<file path="src/rtl/counter_gen_modal.sv">
// Prescaled modal counter: up-wrap, down-wrap, bounce or hold between GEN_MIN and GEN_MAX.
// Define COUNTER_GEN_BCD_EN to count in packed BCD instead of binary.
module counter_gen_modal #(
  parameter int                CNT_W   = 26,
  parameter logic [CNT_W-1:0]  CNT_MAX = 26'd49_999_999,
  parameter int                DATA_W  = 20,
  parameter logic [DATA_W-1:0] GEN_MIN = 20'd0,
  parameter logic [DATA_W-1:0] GEN_MAX = 20'd999_999
) (
  input  logic              clk,
  input  logic              rst,
  input  logic              en,
  input  logic [1:0]        mode,
  input  logic              load,
  input  logic [DATA_W-1:0] load_data,
  output logic [DATA_W-1:0] data,
  output logic              neg,
  output logic              tick,
  output logic              wrap,
  output logic              dir
);

  typedef enum logic [1:0] {
    MODE_UP     = 2'b00,
    MODE_DOWN   = 2'b01,
    MODE_BOUNCE = 2'b10,
    MODE_HOLD   = 2'b11
  } mode_e;

  localparam logic [DATA_W-1:0] DATA_ONE = {{(DATA_W-1){1'b0}}, 1'b1};
  localparam logic [CNT_W-1:0]  CNT_ONE  = {{(CNT_W-1){1'b0}}, 1'b1};
  localparam logic [DATA_W-1:0] SPAN     = GEN_MAX - GEN_MIN;
  localparam bit                DEGEN    = (GEN_MIN == GEN_MAX);

`ifdef COUNTER_GEN_BCD_EN
  function automatic logic [DATA_W-1:0] step_up(input logic [DATA_W-1:0] v);
    logic [DATA_W-1:0] r;
    logic              carry;
    r     = v;
    carry = 1'b1;
    for (int i = 0; i < DATA_W / 4; i++) begin
      if (carry) begin
        if (v[4*i +: 4] == 4'd9) begin
          r[4*i +: 4] = 4'd0;
        end else begin
          r[4*i +: 4] = v[4*i +: 4] + 4'd1;
          carry       = 1'b0;
        end
      end
    end
    return r;
  endfunction

  function automatic logic [DATA_W-1:0] step_down(input logic [DATA_W-1:0] v);
    logic [DATA_W-1:0] r;
    logic              borrow;
    r      = v;
    borrow = 1'b1;
    for (int i = 0; i < DATA_W / 4; i++) begin
      if (borrow) begin
        if (v[4*i +: 4] == 4'd0) begin
          r[4*i +: 4] = 4'd9;
        end else begin
          r[4*i +: 4] = v[4*i +: 4] - 4'd1;
          borrow      = 1'b0;
        end
      end
    end
    return r;
  endfunction

  function automatic logic digits_ok(input logic [DATA_W-1:0] v);
    logic ok;
    ok = 1'b1;
    for (int i = 0; i < DATA_W / 4; i++) begin
      if (v[4*i +: 4] > 4'd9) begin
        ok = 1'b0;
      end
    end
    return ok;
  endfunction
`else
  function automatic logic [DATA_W-1:0] step_up(input logic [DATA_W-1:0] v);
    return v + DATA_ONE;
  endfunction

  function automatic logic [DATA_W-1:0] step_down(input logic [DATA_W-1:0] v);
    return v - DATA_ONE;
  endfunction
`endif

  mode_e             mode_s;
  logic [CNT_W-1:0]  presc_r, presc_nxt_s;
  logic [DATA_W-1:0] data_r, data_nxt_s, load_off_s, load_val_s;
  logic              neg_r, wrap_r, dir_r;
  logic              dir_nxt_s, wrap_nxt_s, tick_s, load_ok_s;

  assign mode_s = mode_e'(mode);
  assign tick_s = en && (presc_r == CNT_MAX);

  // Out-of-range test as one unsigned offset compare, so GEN_MIN==0 needs no special case.
  assign load_off_s = load_data - GEN_MIN;
`ifdef COUNTER_GEN_BCD_EN
  assign load_ok_s  = (load_off_s <= SPAN) && digits_ok(load_data);
`else
  assign load_ok_s  = (load_off_s <= SPAN);
`endif
  assign load_val_s = load_ok_s ? load_data : GEN_MIN;

  // Prescaler next value: free-run to CNT_MAX, freeze while disabled.
  always_comb begin
    presc_nxt_s = presc_r;
    if (en) begin
      if (presc_r == CNT_MAX) begin
        presc_nxt_s = {CNT_W{1'b0}};
      end else begin
        presc_nxt_s = presc_r + CNT_ONE;
      end
    end else begin
      presc_nxt_s = presc_r;
    end
  end

  // Count step applied at the end of a tick cycle.
  always_comb begin
    data_nxt_s = data_r;
    dir_nxt_s  = dir_r;
    wrap_nxt_s = 1'b0;
    case (mode_s)
      MODE_UP: begin
        dir_nxt_s = 1'b0;
        if (data_r == GEN_MAX) begin
          data_nxt_s = GEN_MIN;
          wrap_nxt_s = 1'b1;
        end else begin
          data_nxt_s = step_up(data_r);
        end
      end
      MODE_DOWN: begin
        dir_nxt_s = 1'b1;
        if (data_r == GEN_MIN) begin
          data_nxt_s = GEN_MAX;
          wrap_nxt_s = 1'b1;
        end else begin
          data_nxt_s = step_down(data_r);
        end
      end
      MODE_BOUNCE: begin
        if (!dir_r) begin
          if (data_r == GEN_MAX) begin
            data_nxt_s = DEGEN ? GEN_MAX : step_down(GEN_MAX);
            dir_nxt_s  = 1'b1;
            wrap_nxt_s = 1'b1;
          end else begin
            data_nxt_s = step_up(data_r);
          end
        end else begin
          if (data_r == GEN_MIN) begin
            data_nxt_s = DEGEN ? GEN_MIN : step_up(GEN_MIN);
            dir_nxt_s  = 1'b0;
            wrap_nxt_s = 1'b1;
          end else begin
            data_nxt_s = step_down(data_r);
          end
        end
      end
      MODE_HOLD: begin
        data_nxt_s = data_r;
      end
      default: begin
        data_nxt_s = data_r;
      end
    endcase
  end

  // State register: reset beats load, load beats a coincident tick.
  always_ff @(posedge clk) begin
    if (rst) begin
      presc_r <= {CNT_W{1'b0}};
      data_r  <= GEN_MIN;
      neg_r   <= 1'b0;
      wrap_r  <= 1'b0;
      dir_r   <= 1'b0;
    end else if (load) begin
      presc_r <= {CNT_W{1'b0}};
      data_r  <= load_val_s;
      wrap_r  <= 1'b0;
    end else begin
      presc_r <= presc_nxt_s;
      if (tick_s) begin
        data_r <= data_nxt_s;
        dir_r  <= dir_nxt_s;
        wrap_r <= wrap_nxt_s;
        neg_r  <= ~neg_r;
      end else begin
        wrap_r <= 1'b0;
      end
    end
  end

  assign data = data_r;
  assign neg  = neg_r;
  assign wrap = wrap_r;
  assign dir  = dir_r;
  assign tick = tick_s;

endmodule

</file>
<file path="config.mk">
export PLATFORM = sky130hd
export DESIGN_NAME = counter_gen_modal
export DESIGN_NICKNAME = d
export VERILOG_FILES = /design/src/rtl/counter_gen_modal.sv
export SDC_FILE = /design/constraint.sdc
export NUM_CORES = 1
export LEC_CHECK = 0
export ABC_AREA = 1
export BUFFER_PORTS_ARGS = -buffer_cell sky130_fd_sc_hd__buf_2
export CAP_MARGIN = 5
export CORE_MARGIN = 2
export CORE_UTILIZATION = 64
export CTS_CLUSTER_DIAMETER = 60
export DETAILED_ROUTE_END_ITERATION = 8
export GPL_TIMING_DRIVEN = 0
export HOLD_SLACK_MARGIN = 0.12
export PLACE_DENSITY = 0.88
export REMOVE_ABC_BUFFERS = 1
export SLEW_MARGIN = 20
export SYNTH_ARGS = -nofsm -noshare
export SYNTH_HDL_FRONTEND = slang
export SYNTH_SLANG_ARGS = --single-unit
</file>
<file path="constraint.sdc">
create_clock -name clk -period 2.6 [get_ports clk]
set_input_delay 0.26 -clock clk [delete_from_list [all_inputs] [get_ports clk]]
set_output_delay 0.26 -clock clk [all_outputs]
set_load 0.005 [all_outputs]
</file>
# [Word level (Yosys, flattened, before mapping)]
# Cells that the tools add are included.
[classes] multipliers=0 bitwise=3 n_shift=0 n_lt_le_gt_ge=1 div_mod_pow=0 reduce_logical=10 n_eq_ne=6 add_sub_neg=3 mux=17
[ops] operator="20-bit 2-to-1 mux" n=8
[ops] operator="20-bit case mux with 3 select lines" n=1
[ops] operator="26-bit by 1-bit adder with 26-bit output (second input constant)" n=1
[ops] operator="26-bit equality test (second input constant)" n=1
[ops] operator="26-bit 2-to-1 mux" n=1
[ops] operator="20-bit by 1-bit adder with 20-bit output (second input constant)" n=1
[ops] operator="20-bit equality test (second input constant)" n=1
[ops] operator="20-bit less-or-equal comparator (second input constant)" n=1
[ops] operator="20-bit logical NOT" n=1
[ops] operator="20-bit by 1-bit subtractor with 20-bit output (second input constant)" n=1
[ops] operator="1-bit case mux with 3 select lines" n=2
[ops] operator="1-bit 2-to-1 mux" n=5
[ops] operator="2-bit equality test (second input constant)" n=2
[ops] operator="2-bit AND reduction" n=2
[ops] operator="1-bit NOT" n=3
[ops] operator="3-bit AND reduction" n=1
[ops] operator="3-bit nonzero test" n=1
[ops] operator="3-bit OR reduction" n=1
[ops] operator="2-bit by 1-bit equality test with 1-bit output (second input constant)" n=1
[ops] operator="2-bit logical NOT" n=1
[ops] operator="2-bit != test (second input constant)" n=1
[ops] operator="2-bit nonzero test" n=1
[ops] operator="2-bit OR reduction" n=1
[ops] operator="1-bit logical AND" n=1
[totals] ram_bits=0 rom_bits=0 register_bits=49 output_inout_bits=24 latch_bits=0 elab_cells=45 memories=0

# [Longest topological paths before layout]
# Gate-level depths: netlist (run 1).
[logic_depth] depth_word=6 mapped_depth=15

# [Worst setup path after synthesis (run 1)]
# Ideal clock, no wire load.
[synth_path] path_type="reg-to-reg" start="register data_r[0] (netlist: data[0])" end="register data_r[17] (netlist: data[17])" required_ps=2483 t_arrival_ps=1608 synth_period_minus_slack_ps=1725 path_buffers=0 slack_ps=875 stages_incl_launch_ff=14 cell_sequence="dfxtp_1 -> inv_1 -> ha_1 -> nand2_2 -> nor2_4 -> nand3_4 -> nor2_4 -> nor2_4 -> nand3_1 -> nand2_1 -> nand2_1 -> nand2_1 -> a21oi_1 -> nor2_1"
[synth_between] elab_chain_cells=6 word_cells_on_any_way=12 cone_classes="add/sub (2); eq/ne (1); mux (8); reduce/logical (1)"
[synth_rtl] item="from (decl)" line="94" rtl="logic [DATA_W-1:0] data_r, data_nxt_s, load_off_s, load_val_s;"
[synth_rtl] item="from (signal assigned)" line="186" rtl="data_r <= load_val_s;"
[synth_rtl] item="from (signal assigned)" line="191" rtl="data_r <= data_nxt_s;"
[synth_rtl] item="20-bit by 1-bit adder with 20-bit output (tied with other cells)" line="84" rtl="return v + DATA_ONE;"
[synth_rtl] item="20-bit 2-to-1 mux (on tied branches)" line="150, 158"
[synth_rtl] item="20-bit 2-to-1 mux" line="149" rtl="if (!dir_r) begin"
[synth_rtl] item="20-bit case mux with 3 select lines *" line="129" rtl="case (mode_s)"
[synth_rtl] item="20-bit 2-to-1 mux *" line="190" rtl="if (tick_s) begin"
[synth_rtl] item="20-bit 2-to-1 mux *" line="184" rtl="end else if (load) begin"
# Mark *: on every way between the ends. The rest lies on a longest branch, timed or not. The select of a mux whose other input is x is not followed.
# A chain may end at the register's enable or synchronous reset.

# [Worst setup path in the final report (run 1)]
[layout_path] start="register data_r[0] (netlist: data[0])" end="register data_r[10] (netlist: data[10])"
# Same word-level chain as after synthesis.

==> results.py, run 1 <==
metrics = {
    "global_routing": {
        "grtUsageTotal_pct": 34.0,
        "number_of_antenna_violations_at_the_first_check_in_global_routing": 0,
        "grt_max_degree": 41,
        "grt_first_pass_wirelength_um": 19700,
        "via_count_of_the_first_global_routing_pass": 4357,
        "grt_remaining_overflow": 0,
    },
    "floorplanning": {
        "die_h_um": 84.0,
        "coreArea_um2": 6280,
        "fp.dieArea_um2": 7060,
        "std_cell_rows": 29,
        "dieWidth_um": 84.0,
        "io_pins": 50,
        "floorplan.initialDensity_pct": 65.3,
    },
    "hold_path": {
        "worstHoldPathType": "in2reg",
        "worst_hold_startpoint": "rst",
    },
    "worst_setup_path": {
        "timing.critical_path.from": "data[0]",
        "r2r_start": "data[0]",
        "timing.critical_path.from_type": "register",
        "worstPathArrival_ns": 2.51,
        "rrSetupSlack_ns": 0.30,
        "worst-setup-path-type": "reg2reg",
        "crit_path_max_fanout": 8,
        "timing.critical_path.required_ns": 2.81,
        "end_kind": "register",
    },
    "clock_network": {
        "cts_buffers": 5,
        "clk_latency_ns": 0.32,
        "cts_max_level": 2,
        "clock_pin_slew_of_the_registers_on_the_worst_case_setup_and_hold_paths_ns": 0.10,
        "cts.path.max_buffers": 2,
        "post_cts_setup_bufs": 0,
        "cts_root_buffer": "clkbuf_8",
        "post_cts_sizing": 0,
        "number_of_hold_repair_buffers_added_at_the_cts_stage": 0,
        "clock_sinks": 49,
        "cts_tree": "built",
    },
    "pwr": {
        "leakagePower_nw": 1.99,
        "pwr_per_cell_area_nw_per_um2": 424,
        "max-vdd-ir-drop_uv": 300,
    },
    "routing": {
        "vias": 4675,
        "final_antenna_net_count": 0,
        "drc": 0,
        "drt-wirelength-per-cell_um": 14.7,
        "post_drt_via_cell_ratio": 5.84,
        "drt-initial-drc-count": 525,
        "detail_route.wirelength_um": 11800,
        "drt_first_pass_iters": 5,
    },
    "finish": {
        "most-common-layout-cells": "nand2_1 (190), nor2_1 (92), inv_1 (73), nand3_1 (54)",
        "final_nets": 756,
        "instances_no_fill": 800,
        "post_route_cells_drive_above_1_share_pct": 11.2,
        "area_growth_pct": 7.18,
        "layout_commonest_cell": "nand2_1",
        "diodes": 0,
        "layout.core_utilization_pct": 70.0,
    },
    "place": {
        "io_buffers": 49,
        "place.gp.congestion": 1.02,
        "dpl.hpwl_um": 8720,
        "dpl.cell_count": 792,
    },
    "synth": {
        "synth_warnings": 0,
        "ys_seq_area_share_pct": 23.9,
        "post_synth_instance_area_um2": 4100,
        "synth_area_per_cell_um2": 5.90,
        "synth.ff_latch_count": 49,
        "post_synth_inst_count": 695,
        "synth-async-reset-ratio_pct": 0,
        "synth_enable_flop_cells": 0,
        "ys_types": 40,
        "synth_top_flop_cell": "dfxtp_1",
    },
    "timing": {
        "worst_case_clock_skew_ns": 0.00941,
        "tns_ns": 0,
        "tightest_slew_ns": 0.751,
        "finalHoldViolCount": 0,
        "post-route-min-period_ns": 2.30,
        "grt_setup_unrepaired": "false",
        "slew_viol_final": 0,
        "final_cycle_share_pct": 88.5,
        "timing.slew.headroom_pct": 49.6,
        "max_freq_ghz": 0.435,
        "setup_violations": 0,
    },
    "status": {
        "outcome": "complete, no violations",
    },
    "job": {
        "max_cap_violations": 0,
    },
}
registers in the layout (all words and copies together) (netlist names):
signal   cells
data        20
dir          1
neg          1
presc_r     26
wrap         1
worst max-delay path, cell delays in order (launching register included):
cell,delay (ns)
dfxtp_1,0.43
ha_1,0.20
nand2_1,0.09
inv_1,0.10
nand2_1,0.10
nor2_2,0.26
nand3_1,0.13
o21ai_1,0.42
o22ai_1,0.19
a21oi_1,0.21
nor2_1,0.06
where the power goes:
part           internal, mW  total (mW)  switching, mW
registers             0.774       0.832         0.0578
logic                 0.154       0.442          0.288
clock network         0.294       0.586          0.292
cells in the mapped netlist, types with 11 or more instances:
cell / instances / area share [%]
nand3_1: 54 / 6.6
inv_1: 73 / 6.7
o21ai_1: 14 / 1.7
nor3_1: 16 / 2.0
o21ai_0: 45 / 5.5
xor2_1: 21 / 4.5
a21oi_1: 38 / 4.6
nand2_1: 190 / 17
clkbuf_1: 11 / 1.0
nand4_1: 13 / 2.0
nor2_1: 93 / 8.5
dfxtp_1: 49 / 24
worst paths after layout:
kind	to	cells after the start
min	wrap	2
max	data[10]	10
max reg2reg	data[10]	10
min reg2reg	neg	1
layout make-up:
cell class / count / area (um2)
well taps: 77 / 96.3
fillers: 581 / 1890
clock inverters: 3 / 47.5
inverters: 73 / 274
flip-flops and latches: 49 / 981
clock buffers: 5 / 68.8
multi-input cells: 544 / 2680
repair buffers: 49 / 245
stage by stage:
step / cell area, um2 / power, mW / worst slack [ns] / hold slack, ns
5_1_grt: 4390 / 1.96 / 0.129 / 0.175
4_1_cts: 4390 / 1.86 / 0.380 / 0.178
6_report: 4390 / 1.86 / 0.299 / 0.183
3_5_place_dp: 4270 / 1.27 / 0.138 / 0.451
2_1_floorplan: 3930 / 1.13 / 0.860 / 0.338
3_3_place_gp: 4270 / 1.26 / 0.147 / 0.433
routing by layer:
layer / vias up / part of all wire [%] / GRT usage (%)
li1: 2306 / - / -
met1: 2098 / 41 / 42.0
met2: 233 / 47 / 56.4
met3: 38 / 7.7 / 6.03
met4: 0 / 4.0 / 17.4
met5: - / 0 / 0
logic make-up after synthesis:
logic type / count (synthesis) / synth area share (%)
xor+xnor: 27 / 5.77
buf+inv: 102 / 10.7
flops: 49 / 23.9
simple gates: 390 / 41.4
compound gates: 119 / 15.7
fa+ha+maj: 8 / 2.44
Power figures use the tool's default switching activity.
==> run 2: changes to the inputs <==
--- a/config.mk
+++ b/config.mk
@@ -8,13 +8,14 @@
 export ABC_AREA = 1
 export BUFFER_PORTS_ARGS = -buffer_cell sky130_fd_sc_hd__buf_2
 export CAP_MARGIN = 5
+export CORE_ASPECT_RATIO = 0.9
 export CORE_MARGIN = 2
-export CORE_UTILIZATION = 64
+export CORE_UTILIZATION = 65
+export CTS_BUF_LIST = sky130_fd_sc_hd__clkbuf_4 sky130_fd_sc_hd__clkbuf_8
 export CTS_CLUSTER_DIAMETER = 60
 export DETAILED_ROUTE_END_ITERATION = 8
-export GPL_TIMING_DRIVEN = 0
 export HOLD_SLACK_MARGIN = 0.12
-export PLACE_DENSITY = 0.88
+export PLACE_DENSITY = 0.89
 export REMOVE_ABC_BUFFERS = 1
 export SLEW_MARGIN = 20
 export SYNTH_ARGS = -nofsm -noshare
==> results.py, run 2 (synthesized netlist as in run 1, its figures left out) <==
metrics = {
    "worst_setup_path": {
        "end_kind": "register",
        "worst-setup-path-type": "reg2reg",
        "crit_path_max_fanout": 6,
        "timing.critical_path.from_type": "register",
        "worstPathArrival_ns": 2.43,
        "timing.critical_path.required_ns": 2.82,
    },
    "pwr": {
        "pwr_per_cell_area_nw_per_um2": 421,
        "max-vdd-ir-drop_uv": 305,
        "seq_power_share_pct": 44.5,
        "switchingPower_mw": 0.652,
        "leakagePower_nw": 2.02,
        "cell_internal_pwr_mw": 1.22,
        "switching_share_pct": 34.8,
        "power.combinational.fraction_pct": 24.8,
        "pwr-share-clk_pct": 30.8,
    },
    "floorplanning": {
        "floorplan.initialDensity_pct": 67.0,
        "dieWidth_um": 87.7,
        "std_cell_rows": 27,
        "die_h_um": 79.3,
        "io_pins": 50,
        "fp.dieArea_um2": 6960,
        "coreArea_um2": 6110,
    },
    "global_routing": {
        "grt_remaining_overflow": 0,
        "grt_max_degree": 41,
        "grtUsageTotal_pct": 37.3,
        "grt_first_pass_wirelength_um": 20400,
        "via_count_of_the_first_global_routing_pass": 4308,
        "number_of_antenna_violations_at_the_first_check_in_global_routing": 0,
    },
    "routing": {
        "vias": 4823,
        "drc": 0,
        "final_antenna_net_count": 0,
        "drt_first_pass_iters": 8,
        "detail_route.wirelength_um": 12600,
        "post_drt_via_cell_ratio": 5.91,
        "drt-initial-drc-count": 645,
        "drt-wirelength-per-cell_um": 15.5,
    },
    "finish": {
        "layout_commonest_cell": "nand2_1",
        "finalInstanceArea_um2": 4450,
        "final_nets": 763,
        "filler_cell_count": 549,
        "area_growth_pct": 8.49,
        "most-common-layout-cells": "nand2_1 (190), nor2_1 (93), inv_1 (73), nand3_1 (54)",
        "instances_no_fill": 816,
        "diodes": 0,
        "max_reg_flops": 26,
        "post_route_cells_drive_above_1_share_pct": 11.8,
        "largest_register": "presc_r",
    },
    "place": {
        "dpl.hpwl_um": 9500,
        "place.gp.congestion": 1.01,
        "place_area_um2": 4340,
        "io_buffers": 49,
        "dpl.cell_count": 809,
        "pre_cts_slack_ns": 0.485,
    },
    "clock_network": {
        "cts_root_buffer": "clkbuf_8",
        "clk_latency_ns": 0.32,
        "cts_buffers": 5,
        "cts.path.max_buffers": 2,
        "clock_sinks": 49,
        "post_cts_setup_bufs": 0,
        "cts_max_level": 2,
        "post_cts_sizing": 0,
        "cts_tree": "built",
        "number_of_hold_repair_buffers_added_at_the_cts_stage": 0,
        "clock_pin_slew_of_the_registers_on_the_worst_case_setup_and_hold_paths_ns": 0.11,
    },
    "timing": {
        "tns_ns": 0,
        "timing.slew.headroom_pct": 55.4,
        "slew_viol_final": 0,
        "post-route-min-period_ns": 2.21,
        "final_cycle_share_pct": 84.9,
        "setup_violations": 0,
        "worst_case_clock_skew_ns": 0.0176,
        "finalHoldViolCount": 0,
        "tightest_slew_ns": 0.668,
        "grt_setup_unrepaired": "false",
        "timing.final.ws_setup_ns": 0.392,
        "max_freq_ghz": 0.453,
        "fin_hold_ws_ns": 0.161,
    },
    "status": {
        "outcome": "complete, no violations",
    },
    "job": {
        "max_cap_violations": 0,
    },
    "hold_path": {
        "worstHoldPathType": "in2reg",
    },
}
[run 2: cell count changes in the layout (fill, tap and decap cells not counted)]
cell,delta
nor2_2,-1
buf_4,+7
nor2_1,+1
inv_6,-1
[run 2: layout make-up]
class                   count  area (um2)  share of cell area, %
well taps                  87         109                   2.45
flip-flops and latches     49         981                   22.1
clock buffers               5        68.8                   1.55
multi-input cells         544        2680                   60.2
clock inverters             2        38.8                  0.873
inverters                  73         274                   6.16
repair buffers             56         298                   6.70
[run 2: worst max-delay path: stages (launching register included)]
cell	delay, ns
dfxtp_1	0.45
ha_1	0.20
nand2_1	0.08
inv_1	0.09
nand2_1	0.12
nor2_2	0.30
nand3_1	0.15
nand2_1	0.16
inv_1	0.19
nand3_1	0.11
nand2_1	0.07
a21oi_1	0.12
nor2_1	0.05
[run 2: metal layers]
layer | GRT usage [%] | wire length (um) | vias to the layer above
met4 | 14.0 | 479 | 0
met5 | 0 | 0 | -
met3 | 7.28 | 1280 | 60
li1 | - | - | 2313
met2 | 60.5 | 5800 | 281
met1 | 48.6 | 5060 | 2169
[run 2: path summary, 6_finish.rpt]
check / startpoint / endpoint / slack [ns] / cells past startpoint
max: data[0] / data[16] / 0.39 / 12
min: rst / wrap / 0.16 / 2
max reg2reg: data[0] / data[16] / 0.39 / 12
min reg2reg: neg / neg / 0.46 / 1
[run 2: power groups by stage]
stage               Sequential (mW)  Combinational (mW)  Clock [mW]
floorplan                     0.834               0.299           0
global placement              0.846               0.440           0
detailed placement            0.847               0.446           0
CTS                           0.829               0.450       0.571
global route                  0.836               0.512       0.604
finish                        0.832               0.463       0.576
[run 2: through the flow]
step	power, mW	util (%)
2_1_floorplan	1.13	-
3_3_place_gp	1.29	70.9
3_5_place_dp	1.29	70.9
4_1_cts	1.85	72.7
5_1_grt	1.95	72.7
6_report	1.87	72.7
==> run 3: changes to the inputs <==
--- a/config.mk
+++ b/config.mk
@@ -10,12 +10,12 @@
 export CAP_MARGIN = 5
 export CORE_ASPECT_RATIO = 0.9
 export CORE_MARGIN = 2
-export CORE_UTILIZATION = 65
+export CORE_UTILIZATION = 55
 export CTS_BUF_LIST = sky130_fd_sc_hd__clkbuf_4 sky130_fd_sc_hd__clkbuf_8
 export CTS_CLUSTER_DIAMETER = 60
 export DETAILED_ROUTE_END_ITERATION = 8
 export HOLD_SLACK_MARGIN = 0.12
-export PLACE_DENSITY = 0.89
+export PLACE_DENSITY = 0.8
 export REMOVE_ABC_BUFFERS = 1
 export SLEW_MARGIN = 20
 export SYNTH_ARGS = -nofsm -noshare
==> constraint.sdc (replaced) <==
create_clock -name clk -period 2 [get_ports clk]
set_input_delay 0.2 -clock clk [delete_from_list [all_inputs] [get_ports clk]]
set_output_delay 0.2 -clock clk [all_outputs]
set_load 0.005 [all_outputs]
==> results.py, run 3 (synthesized netlist as in run 1, its figures left out) <==
metrics = {
    "status": {
        "outcome": "complete, no violations",
    },
    "pwr": {
        "pwr_per_cell_area_nw_per_um2": 514,
        "power_mw": 2.59,
        "leakagePower_nw": 2.33,
        "max-vdd-ir-drop_uv": 534,
    },
    "timing": {
        "max_freq_ghz": 0.528,
        "timing.slew.headroom_pct": 31.8,
        "worst_case_clock_skew_ns": 0.0142,
        "tightest_slew_ns": 1.02,
        "timing.final.ws_setup_ns": 0.106,
        "slew_viol_final": 0,
        "post-route-min-period_ns": 1.89,
        "finalHoldViolCount": 0,
        "grt_setup_unrepaired": "true",
        "setup_violations": 0,
        "final_cycle_share_pct": 94.7,
        "fin_hold_ws_ns": 0.217,
    },
    "routing": {
        "final_antenna_net_count": 0,
        "drc": 0,
        "vias": 4918,
        "drt-initial-drc-count": 473,
        "drt-wirelength-per-cell_um": 15.5,
        "detail_route.wirelength_um": 13600,
        "post_drt_via_cell_ratio": 5.59,
        "drt_first_pass_iters": 6,
    },
    "floorplanning": {
        "std_cell_rows": 29,
        "dieWidth_um": 95.0,
        "die_h_um": 85.9,
        "fp.dieArea_um2": 8160,
        "coreArea_um2": 7150,
        "floorplan.initialDensity_pct": 57.3,
        "io_pins": 50,
    },
    "clock_network": {
        "clk_latency_ns": 0.32,
        "clock_pin_slew_of_the_registers_on_the_worst_case_setup_and_hold_paths_ns": 0.12,
        "cts.path.max_buffers": 2,
        "cts_tree": "built",
        "cts_max_level": 2,
        "clock_sinks": 49,
        "cts_root_buffer": "clkbuf_8",
        "cts_buffers": 5,
    },
    "worst_setup_path": {
        "critical_path.n_buffers_inverters": 1,
        "crit_path_max_fanout": 5,
        "worst_r2r_endpoint": "data[19]",
        "reg2regPathDepth": 15,
        "worst-path-stages": 15,
        "critical_path.endpoint": "data[19]",
        "timing.critical_path.from": "data[4]",
        "critical_path.top_delay_family": "simple AND/OR/NAND/NOR gates",
        "timing.critical_path.cells": "nand2_2, nor2_2, buf_4, nand2_1, nor2_1, nand2_1, nand2_1, nand2_1, nand2_1, nand3_1, nand2_1, nand2_1, nand2_1, nand2_1, a21oi_1",
        "r2r_start": "data[4]",
        "worstPathArrival_ns": 2.14,
        "timing.critical_path.required_ns": 2.24,
        "slowest_cell_on_the_critical_path": "dfxtp_2",
        "cpMostUsedCell": "nand2_1",
        "rrSetupSlack_ns": 0.11,
        "end_kind": "register",
        "timing.critical_path.from_type": "register",
        "cp_slowest_stage_delay_ns": 0.39,
        "worst-setup-path-type": "reg2reg",
    },
    "place": {
        "place.gp.congestion": 0.968,
        "dpl.hpwl_um": 10700,
        "io_buffers": 49,
        "pre_cts_slack_ns": -0.0218,
    },
    "finish": {
        "filler_cell_count": 631,
        "largest_register": "presc_r",
        "final_nets": 819,
        "post_route_cells_drive_above_1_share_pct": 23.3,
        "area_growth_pct": 23.0,
        "most-common-layout-cells": "nand2_1 (187), nor2_1 (86), inv_1 (73), buf_4 (58), nand3_1 (52)",
        "max_reg_flops": 26,
        "diodes": 0,
        "layout_commonest_cell": "nand2_1",
    },
    "hold_path": {
        "worstHoldPathType": "in2reg",
    },
    "global_routing": {
        "grtUsageTotal_pct": 34.4,
        "grt_remaining_overflow": 0,
        "grt_max_degree": 23,
        "number_of_antenna_violations_at_the_first_check_in_global_routing": 0,
        "grt_first_pass_wirelength_um": 21800,
        "via_count_of_the_first_global_routing_pass": 4419,
    },
    "job": {
        "max_cap_violations": 0,
    },
}
run 3: tightest hold or removal path: cells and delay by family:
family | cells | cell delay (ns)
and+or+nand+nor | 2 | 0.14
buffers and inverters | 1 | 0.15
run 3: area by class of cell:
type	instances	area (um2)	share of cell area, %
tap	93	116	2.31
multi-input combinational	544	2760	54.7
inverter	73	274	5.44
timing repair buffer	112	753	14.9
sequential	49	1020	20.2
clock buffer	5	68.8	1.37
clock inverter	3	50.0	0.993
run 3: what timing repair did:
| item | in CTS | in global routing |
|---|---|---|
| endpoints found under the hold margin | 1 | 0 |
| cloned | 0 | 0 |
| resized for setup | 1 | 51 |
| setup endpoints to repair | 1 | 25 |
| pin swaps | 0 | 8 |
| buffers inserted | 0 | 6 |
| hold buffers | 1 | 0 |
run 3: how the worst min path moves through the flow:
stage               startpoint          to  slack (ns)  depth (start not counted)
floorplan                  rst        wrap        0.28                          1
global placement           rst        wrap        0.43                          2
detailed placement         rst        wrap        0.43                          2
CTS                         en  presc_r[0]        0.22                          3
global route                en  presc_r[0]        0.24                          3
finish                      en  presc_r[0]        0.22                          3
run 3: routing by layer:
metal  global-route usage (%)  vias up  part of all wire (%)
met1                     48.5     2201                    45
met4                     9.49        0                   2.2
met5                        0        -                     0
met3                     6.68       37                   9.8
li1                         -     2429                     -
met2                     53.6      251                    43
run 3: stage by stage:
stage                     TNS (ns)  cells  cell area (um2)  util [%]
after global placement     -0.0401    864             4740      66.3
after global routing        -0.147    879             5040      70.5
final                            0    879             5040      70.5
after CTS                        0    873             4870      68.1
after detailed placement   -0.0218    864             4740      66.3
after floorplan                  0    666             3930         -
run 3: where the power goes:
group | leakage [nW] | internal [mW] | switching (mW)
clock network | 0.0603 | 0.385 | 0.398
registers | 0.409 | 1.01 | 0.0568
logic | 1.86 | 0.292 | 0.448
